<file path="src/rtl/mem_arbiter.sv">
// Round-robin arbiter sharing one main-memory block port between the icache and dcache.
// One transaction in flight; winner's request is latched, issued with valid/ready, then acknowledged with a done pulse.
module mem_arbiter #(
  parameter int ADDR_WIDTH  = 32,
  parameter int BLOCK_WIDTH = 128
) (
  input  logic                   clk,
  input  logic                   rst,
  input  logic                   ic_req_i,
  input  logic                   ic_wen_i,
  input  logic [ADDR_WIDTH-1:0]  ic_addr_i,
  input  logic [BLOCK_WIDTH-1:0] ic_wdata_i,
  output logic [BLOCK_WIDTH-1:0] ic_rdata_o,
  output logic                   ic_done_o,
  input  logic                   dc_req_i,
  input  logic                   dc_wen_i,
  input  logic [ADDR_WIDTH-1:0]  dc_addr_i,
  input  logic [BLOCK_WIDTH-1:0] dc_wdata_i,
  output logic [BLOCK_WIDTH-1:0] dc_rdata_o,
  output logic                   dc_done_o,
  output logic                   mem_valid_o,
  output logic                   mem_wen_o,
  output logic [ADDR_WIDTH-1:0]  mem_addr_o,
  output logic [BLOCK_WIDTH-1:0] mem_wdata_o,
  input  logic                   mem_ready_i,
  input  logic [BLOCK_WIDTH-1:0] mem_rdata_i,
  output logic                   busy_o
);

  localparam logic [1:0] IDLE = 2'd0;
  localparam logic [1:0] MEM  = 2'd1;
  localparam logic [1:0] RESP = 2'd2;

  localparam logic GRANT_IC = 1'b0;
  localparam logic GRANT_DC = 1'b1;

  logic [1:0]             state_reg;
  logic                   last_grant_reg;
  logic                   grant_reg;
  logic                   wen_reg;
  logic [ADDR_WIDTH-1:0]  addr_reg;
  logic [BLOCK_WIDTH-1:0] wdata_reg;
  logic [BLOCK_WIDTH-1:0] rdata_reg [2];

  logic                   pick_next;
  logic                   sel_wen;
  logic [ADDR_WIDTH-1:0]  sel_addr;
  logic [BLOCK_WIDTH-1:0] sel_wdata;

  // On a tie the requester that did not win last time goes first.
  always_comb begin
    pick_next = GRANT_IC;
    if (ic_req_i && dc_req_i) begin
      pick_next = (last_grant_reg == GRANT_IC) ? GRANT_DC : GRANT_IC;
    end else if (dc_req_i) begin
      pick_next = GRANT_DC;
    end
    sel_wen   = (pick_next == GRANT_DC) ? dc_wen_i   : ic_wen_i;
    sel_addr  = (pick_next == GRANT_DC) ? dc_addr_i  : ic_addr_i;
    sel_wdata = (pick_next == GRANT_DC) ? dc_wdata_i : ic_wdata_i;
  end

  always_ff @(posedge clk) begin
    if (rst) begin
      state_reg      <= IDLE;
      last_grant_reg <= GRANT_DC;
      grant_reg      <= GRANT_IC;
      wen_reg        <= 1'b0;
      addr_reg       <= '0;
      wdata_reg      <= '0;
    end else begin
      case (state_reg)
        IDLE: begin
          if (ic_req_i || dc_req_i) begin
            grant_reg      <= pick_next;
            last_grant_reg <= pick_next;
            wen_reg        <= sel_wen;
            addr_reg       <= {sel_addr[ADDR_WIDTH-1:4], 4'b0000};
            wdata_reg      <= sel_wdata;
            state_reg      <= MEM;
          end
        end
        MEM: begin
          if (mem_ready_i) begin
            state_reg <= RESP;
          end
        end
        RESP:    state_reg <= IDLE;
        default: state_reg <= IDLE;
      endcase
    end
  end

  // Per-requester refill data; only the granted cache's register loads, and only on a read.
  for (genvar gi = 0; gi < 2; gi++) begin : g_rdata
    always_ff @(posedge clk) begin
      if (rst) begin
        rdata_reg[gi] <= '0;
      end else if (state_reg == MEM && mem_ready_i && !wen_reg && grant_reg == gi[0]) begin
        rdata_reg[gi] <= mem_rdata_i;
      end
    end
  end

  assign ic_rdata_o  = rdata_reg[0];
  assign dc_rdata_o  = rdata_reg[1];
  assign ic_done_o   = (state_reg == RESP) && (grant_reg == GRANT_IC);
  assign dc_done_o   = (state_reg == RESP) && (grant_reg == GRANT_DC);
  assign mem_valid_o = (state_reg == MEM);
  assign mem_wen_o   = wen_reg;
  assign mem_addr_o  = addr_reg;
  assign mem_wdata_o = wdata_reg;
  assign busy_o      = (state_reg != IDLE);

endmodule
</file>
<file path="config.mk">
export PLATFORM = sky130hd
export DESIGN_NAME = mem_arbiter
export DESIGN_NICKNAME = d
export VERILOG_FILES = /design/src/rtl/mem_arbiter.sv
export SDC_FILE = /design/constraint.sdc
export NUM_CORES = 1
export LEC_CHECK = 0
export CORE_AREA = 2 2 341 343
export DETAILED_ROUTE_END_ITERATION = 10
export DIE_AREA = 0 0 343 345
export DONT_BUFFER_PORTS = 1
export GPL_TIMING_DRIVEN = 0
export SKIP_CTS_REPAIR_TIMING = 1
export SYNTH_ARGS = -nofsm -noshare
export SYNTH_HDL_FRONTEND = slang
export SYNTH_SLANG_ARGS = --single-unit
</file>
<file path="constraint.sdc">
create_clock -name clk -period 16.9 [get_ports clk]
set_input_delay 3.38 -clock clk [delete_from_list [all_inputs] [get_ports clk]]
set_output_delay 3.38 -clock clk [all_outputs]
set_load 0.1 [all_outputs]
</file>
==> results of run 1 <==
[power breakdown]
part / internal [mW] / switching (mW)
clock network: 0.648 / 0.458
logic: 0.0780 / 0.163
registers: 1.16 / 0.670
[per-layer routing]
layer,part of all wire (%),vias to the layer above,wire length (um),track usage [%]
met4,4.3,18,4282,5.686
met1,37,6161,37020,18.08
met5,0.12,-,116,0
met3,9.6,212,9588,5.603
li1,-,5422,-,-
met2,49,894,48420,27.79
[kinds of logic after synthesis]
kind of cell    Yosys count
simple gates            585
flops                   417
compound gates          322
buf+inv                 138
other cells               1
[cell usage in the layout (no fill, tap or decap), types with 3 or more instances in the layout]
cell and count:
buf_16 3, buf_12 5, and2_1 256, clkinv_1 7, dfxtp_1 161, buf_4 16
a311oi_1 157, a21oi_1 158, buf_2 78, inv_6 4, clkbuf_8 3, conb_1 4
clkbuf_1 34, clkbuf_2 12, bufinv_16 7, nand2_1 314, clkinv_2 4, clkbuf_16 48
buf_1 3, diode_2 29, buf_8 7, edfxtp_1 256
[metrics by stage]
step	TNS (ps)	cell area, um2	hold slack (ps)	utilization, %
after floorplan	0	16740	490.1	-
after global placement	-749960	18650	509.7	16.20
after detailed placement	0	18970	532.2	16.48
after CTS	0	20610	548.9	17.90
after global routing	0	20640	565.9	17.93
final	0	20680	542.9	17.97
[final timing paths]
kind,startpoint,endpoint,slack (ps),cells past startpoint
hold reg to reg,last_grant_reg,last_grant_reg,540,2
setup reg to reg,state_reg[0],mem_wdata_o[38],14110,6
setup / recovery,grant_reg,dc_done_o,11330,1
hold / removal,last_grant_reg,last_grant_reg,540,2
[synth_stat cells (2+ instances only)]
library cell and instances:
clkbuf_1 25, buf_1 2, and2_1 256, nor2_1 2, clkbuf_2 12, nand3_1 2, clkbuf_4 2, buf_4 16
buf_2 78, o21ai_0 3, nor2b_1 2, dfxtp_1 161, nand2_1 314, a311oi_1 157, a21oi_1 158, edfxtp_1 256
[cell type report]
class                   instances  area (um2)
fillers                     12690       94430
multi-input cells             911        5155
well taps                    1524        1907
clock inverters                28       362.8
plain buffers                 136       698.2
repair buffers                 16       291.5
diodes                         29       72.57
flip-flops and latches        417       10910
clock buffers                  60        1276
inverters                       2       7.507
[worst min-delay path: cells and delay by family, from the launching register on]
family,cells,cell delay [ps]
AO/OA/AOI/OAI,1,80
flip-flops,1,330
AND/OR/NAND/NOR,1,80
==> summary.txt, run 1 <==
Pins Over Slew Limit: 0
Crit Path Max Fanout: 6
Finished Layout Cells: 3123
Yosys top cell area share: 45.96%
dpl hpwl: 85400 um
number of CTS-inserted buffers: 48
GRT overflow: 0
power per cell area: 153.7 mW/mm2
EDFF count, synth: 256
core area: 0.1151 mm2
CP Data Arrival Time: 2190 ps
initial antenna violation count: 76
setup violators final: 0
initial DRC count: 925
leak pwr: 7.372 nW
Placer Congestion: 1.026
final worst path period need: 5569 ps
CTS tree: done
number of vias per cell: 4.069
Critical Path Start Type: register
hold crit path type: register to register
I/O pin count: 876
RSZ-0062 raised after global routing: no
Worst path max stage delay: 1050 ps
Max clock buf depth: 3
FFs w/ async S/R, synth: 0%
# DRC: 0
post-placement cell count: 3006
first-pass GRT wire length: 125200 um
Critical Path RT: 13520 ps
area leader, netlist: edfxtp_1
synth unique cells: 33
Chip Height: 345 um
total number of vias: 12710
clock skew: 18.41 ps
post-synthesis simple-gate area fraction: 17.28%
CTS H-tree depth: 2
CP endpoint kind: primary output
Syn Area/Cell: 11.43 um2
clock sinks: 417
largest net degree at the start of global routing: 29
Die W: 343 um
Crit Path Class: register to primary output
IO buf count: 0
DR pass1 iterations: 5
area growth from synthesis to layout: 23.64%
Mapped Cells: 1463
Slew headroom: 5.385%
Antenna Nets Post-Route: 0
setup ws final: 11330 ps
wire length per cell: 31.84 um
Main synth FF type: edfxtp_1
Routed WL: 99430 um
Post-Synth Adder-Cell Area: 0%
max_cap viols: 0
sequential fraction of the synthesis area: 65.23%
Peak Freq: 0.1796 GHz
pre-CTS WS: 10870 ps
worst skew pair latency: 620 ps
status: finished, final reports clean
Final Hold Viols: 0
share of layout cells above drive strength 1: 13.25%
CP max-delay cell: and3b_1
Core Rows: 125
Worst Max-Slew Pin Slew: 1417 ps
XOR/XNOR Fraction of Synth Area: 0%
max reg flops: 256
largest family of logic cells by synthesized area: simple AND/OR/NAND/NOR gates
fin nets: 1987
Final period util: 32.95%
GRT Util Overall: 16.04%
power consumption: 3.179 mW
vias in the first global route: 12080
ranking of synthesized cells by area: edfxtp_1, dfxtp_1, and2_1
kind of cell adding the most delay to the critical path: simple AND/OR/NAND/NOR gates
Worst-path clk slew: 60 ps
CTS root buffer: clkbuf_16
Netlist Area Pre-Place: 0.01673 mm2
Synth Register Bits: 417
Die ar.: 0.1183 mm2
CP Cell Sequence: and3b_1
Initial Utilization: 14.53%
mux cell area share after synthesis: 0%
Bufs and invs on worst path: 0
YS warnings: 0
VDD IR max: 0.00008393 V
compound-gate portion of the synthesized area: 13.25%
Note: power is estimated with default switching activity, not from simulation.
==> run 2, diff against run 1 <==
==> constraint.sdc (replaced) <==
create_clock -name clk -period 5.8 [get_ports clk]
set_input_delay 1.16 -clock clk [delete_from_list [all_inputs] [get_ports clk]]
set_output_delay 1.16 -clock clk [all_outputs]
set_load 0.1 [all_outputs]
==> run 2 against run 1 <==
First-iteration DRC count grew 0.54%. Worst hold slack gained 2.7 ps. Utilization shrank 0.11 points. Global-route usage decreased by 0.22 points. Largest cell class unchanged.
==> summary.txt, run 2 (synthesized netlist as in run 1, its figures left out) <==
VDD IR max: 0.0002349 V (+180%)
initial antenna violation count: 63 (-17%)
setup TNS: 0 ps (unchanged)
core area: 0.1151 mm2 (unchanged)
setup violators final: 0 (unchanged)
CP max-delay cell: clkbuf_1
number of CTS-inserted buffers: 47 (-2.1%)
Die ar.: 0.1183 mm2 (unchanged)
multi-input logic area: 0.005155 mm2 (unchanged)
Worst-path clk slew: 60 ps (about the same)
Pins Over Slew Limit: 0 (unchanged)
final worst path period need: 3461 ps
Top cell by count, worst path: buf_8
GRT overflow: 0 (unchanged)
total number of vias: 12430 (-2.2%)
Pint: 5.298 mW (+180%)
Chip Height: 345 um (unchanged)
most common cell after layout, fill and taps aside: nand2_1
share of layout cells above drive strength 1: 13.33% (+0.081 points)
IO buf count: 0 (unchanged)
hold-critical path depth: 2 (unchanged)
GRT Util Overall: 15.82% (-0.22 points)
startpoint of the worst hold path: last_grant_reg
Placer Congestion: 0.9780 (-4.7%)
# fillers: 12800 (+0.90%)
CP endpoint kind: register
Initial Utilization: 14.53% (unchanged)
CP Data Arrival Time: 3760 ps (+1570 ps)
CTS root buffer: clkbuf_16
hold crit path type: register to register
max_cap viols: 0 (unchanged)
Slew headroom: 7.870% (+2.5 points)
Critical Path Start Type: primary input
Final period util: 59.68%
max reg flops: 256 (unchanged)
Reg power frac: 59.5% (+1.9 points)
vias in the first global route: 12180 (+0.83%)
worst reg2reg path startpoint: mem_wen_o
Antenna Nets Post-Route: 0 (unchanged)
leak pwr: 7.339 nW (-0.46%)
Worst path max stage delay: 420 ps (-630 ps)
most frequent cells in the layout: nand2_1, and2_1, edfxtp_1
RR Endpoint: rdata_reg[0][119]
Hold EP: last_grant_reg
clock power share: 32.8% (-2.0 points)
fin nets: 1987 (unchanged)
Critical Path RT: 6100 ps (-7420 ps)
DR pass1 iterations: 5 (unchanged)
# DRC: 0 (unchanged)
power per cell area: 436.4 mW/mm2 (+180%)
number of vias per cell: 3.989 (-2.0%)
CTS H-tree depth: 2 (unchanged)
r2r worst-path depth: 8 (+2)
Peak Freq: 0.2889 GHz
FF-to-FF setup slack: 2520 ps (-11590 ps)
Net Switching: 3.672 mW (+180%)
dpl hpwl: 83940 um (-1.7%)
Die W: 343 um (unchanged)
power consumption: 8.970 mW (+180%)
Worst Max-Slew Pin Slew: 1380 ps (-37.22 ps)
initial DRC count: 930 (+0.54%)
Max clock buf depth: 3 (unchanged)
Final Hold Viols: 0 (unchanged)
I/O pin count: 876 (unchanged)
CP Cell Sequence: buf_2 > clkbuf_1 > inv_1 > o31ai_4 > buf_8 > buf_8 > buf_16 > buf_8 > buf_16 > buf_8 > buf_8
Core Rows: 125 (unchanged)
first-pass GRT wire length: 124000 um (-0.97%)
combinational share of power: 7.7% (about the same)
Routed WL: 97620 um (-1.8%)
clock skew: 13.92 ps (-4.494 ps)
wire length per cell: 31.33 um (-1.6%)
Crit Path Class: primary input to register
largest net degree at the start of global routing: 29 (unchanged)
Register Area: 0.01091 mm2 (unchanged)
area growth from synthesis to layout: 22.89%
CTS tree: done
clock sinks: 417 (unchanged)
RSZ-0062 raised after global routing: no
Crit Path Max Fanout: 18 (+12)
status: finished, final reports clean
sw frac: 40.94% (+0.34 points)
worst skew pair latency: 600 ps (-20 ps)
[run 2: cell count changes in the layout (fill, tap and decap cells not counted), sizes merged]
cell      delta
buf          +1
clkinv       +2
clkbuf       +7
diode        -5
clkinvlp     -2
bufinv       -6
inv          -4
[run 2: power groups by stage]
stage,Combinational (mW),Clock [mW],Sequential (mW)
after global placement,0.653,0,5.43
after floorplan,0.463,0,5.19
after global routing,0.762,3.12,5.36
after detailed placement,0.698,0,5.42
final,0.695,2.94,5.33
after CTS,0.699,3.01,5.36
[run 2: worst max path at each step]
| stage | startpoint | endpoint | slack (ps) | depth (start not counted) |
|---|---|---|---|---|
| finish | rst | rdata_reg[0][119] | 2340 | 11 |
| global route | rst | rdata_reg[0][119] | 2250 | 11 |
| CTS | rst | rdata_reg[0][119] | 2400 | 11 |
| global placement | mem_ready_i | rdata_reg[1][4] | -1690 | 2 |
| floorplan | mem_ready_i | rdata_reg[1][0] | 620 | 2 |
| detailed placement | rst | rdata_reg[0][5] | 1750 | 11 |
[run 2: per-stage QoR]
step	hold slack, ps	instance area [um2]	utilization (%)	cells	setup slack (ps)
3_5_place_dp	532.5	19000	16.50	3007	1748
2_1_floorplan	490.1	16760	-	1466	620.7
6_report	545.6	20560	17.86	3116	2339
5_1_grt	565.5	20530	17.83	3104	2246
4_1_cts	540.1	20500	17.81	3092	2401
3_3_place_gp	517.9	18660	16.21	2990	-1690
[run 2: worst max-delay path, delay by kind of cell]
kind	cells	cell delay, ps
AO/OA/AOI/OAI	1	210
buffers and inverters	10	2290
[run 2: routing by layer]
layer	vias to the layer above	track usage, %	routed length (um)
met3	184	6.148	9673
met4	14	4.661	3318
met2	834	26.75	46590
met1	5982	18.36	37940
met5	-	0	98
li1	5415	-	-
[run 2: cell type report]
type / count / share of cell area (%)
clock inverter: 18 / 0.6513
tap: 1524 / 9.276
clock buffer: 67 / 6.635
sequential: 417 / 53.08
inverter: 2 / 0.03652
buffer: 136 / 3.403
multi-input combinational: 911 / 25.08
timing repair buffer: 17 / 1.552
antenna: 24 / 0.2922
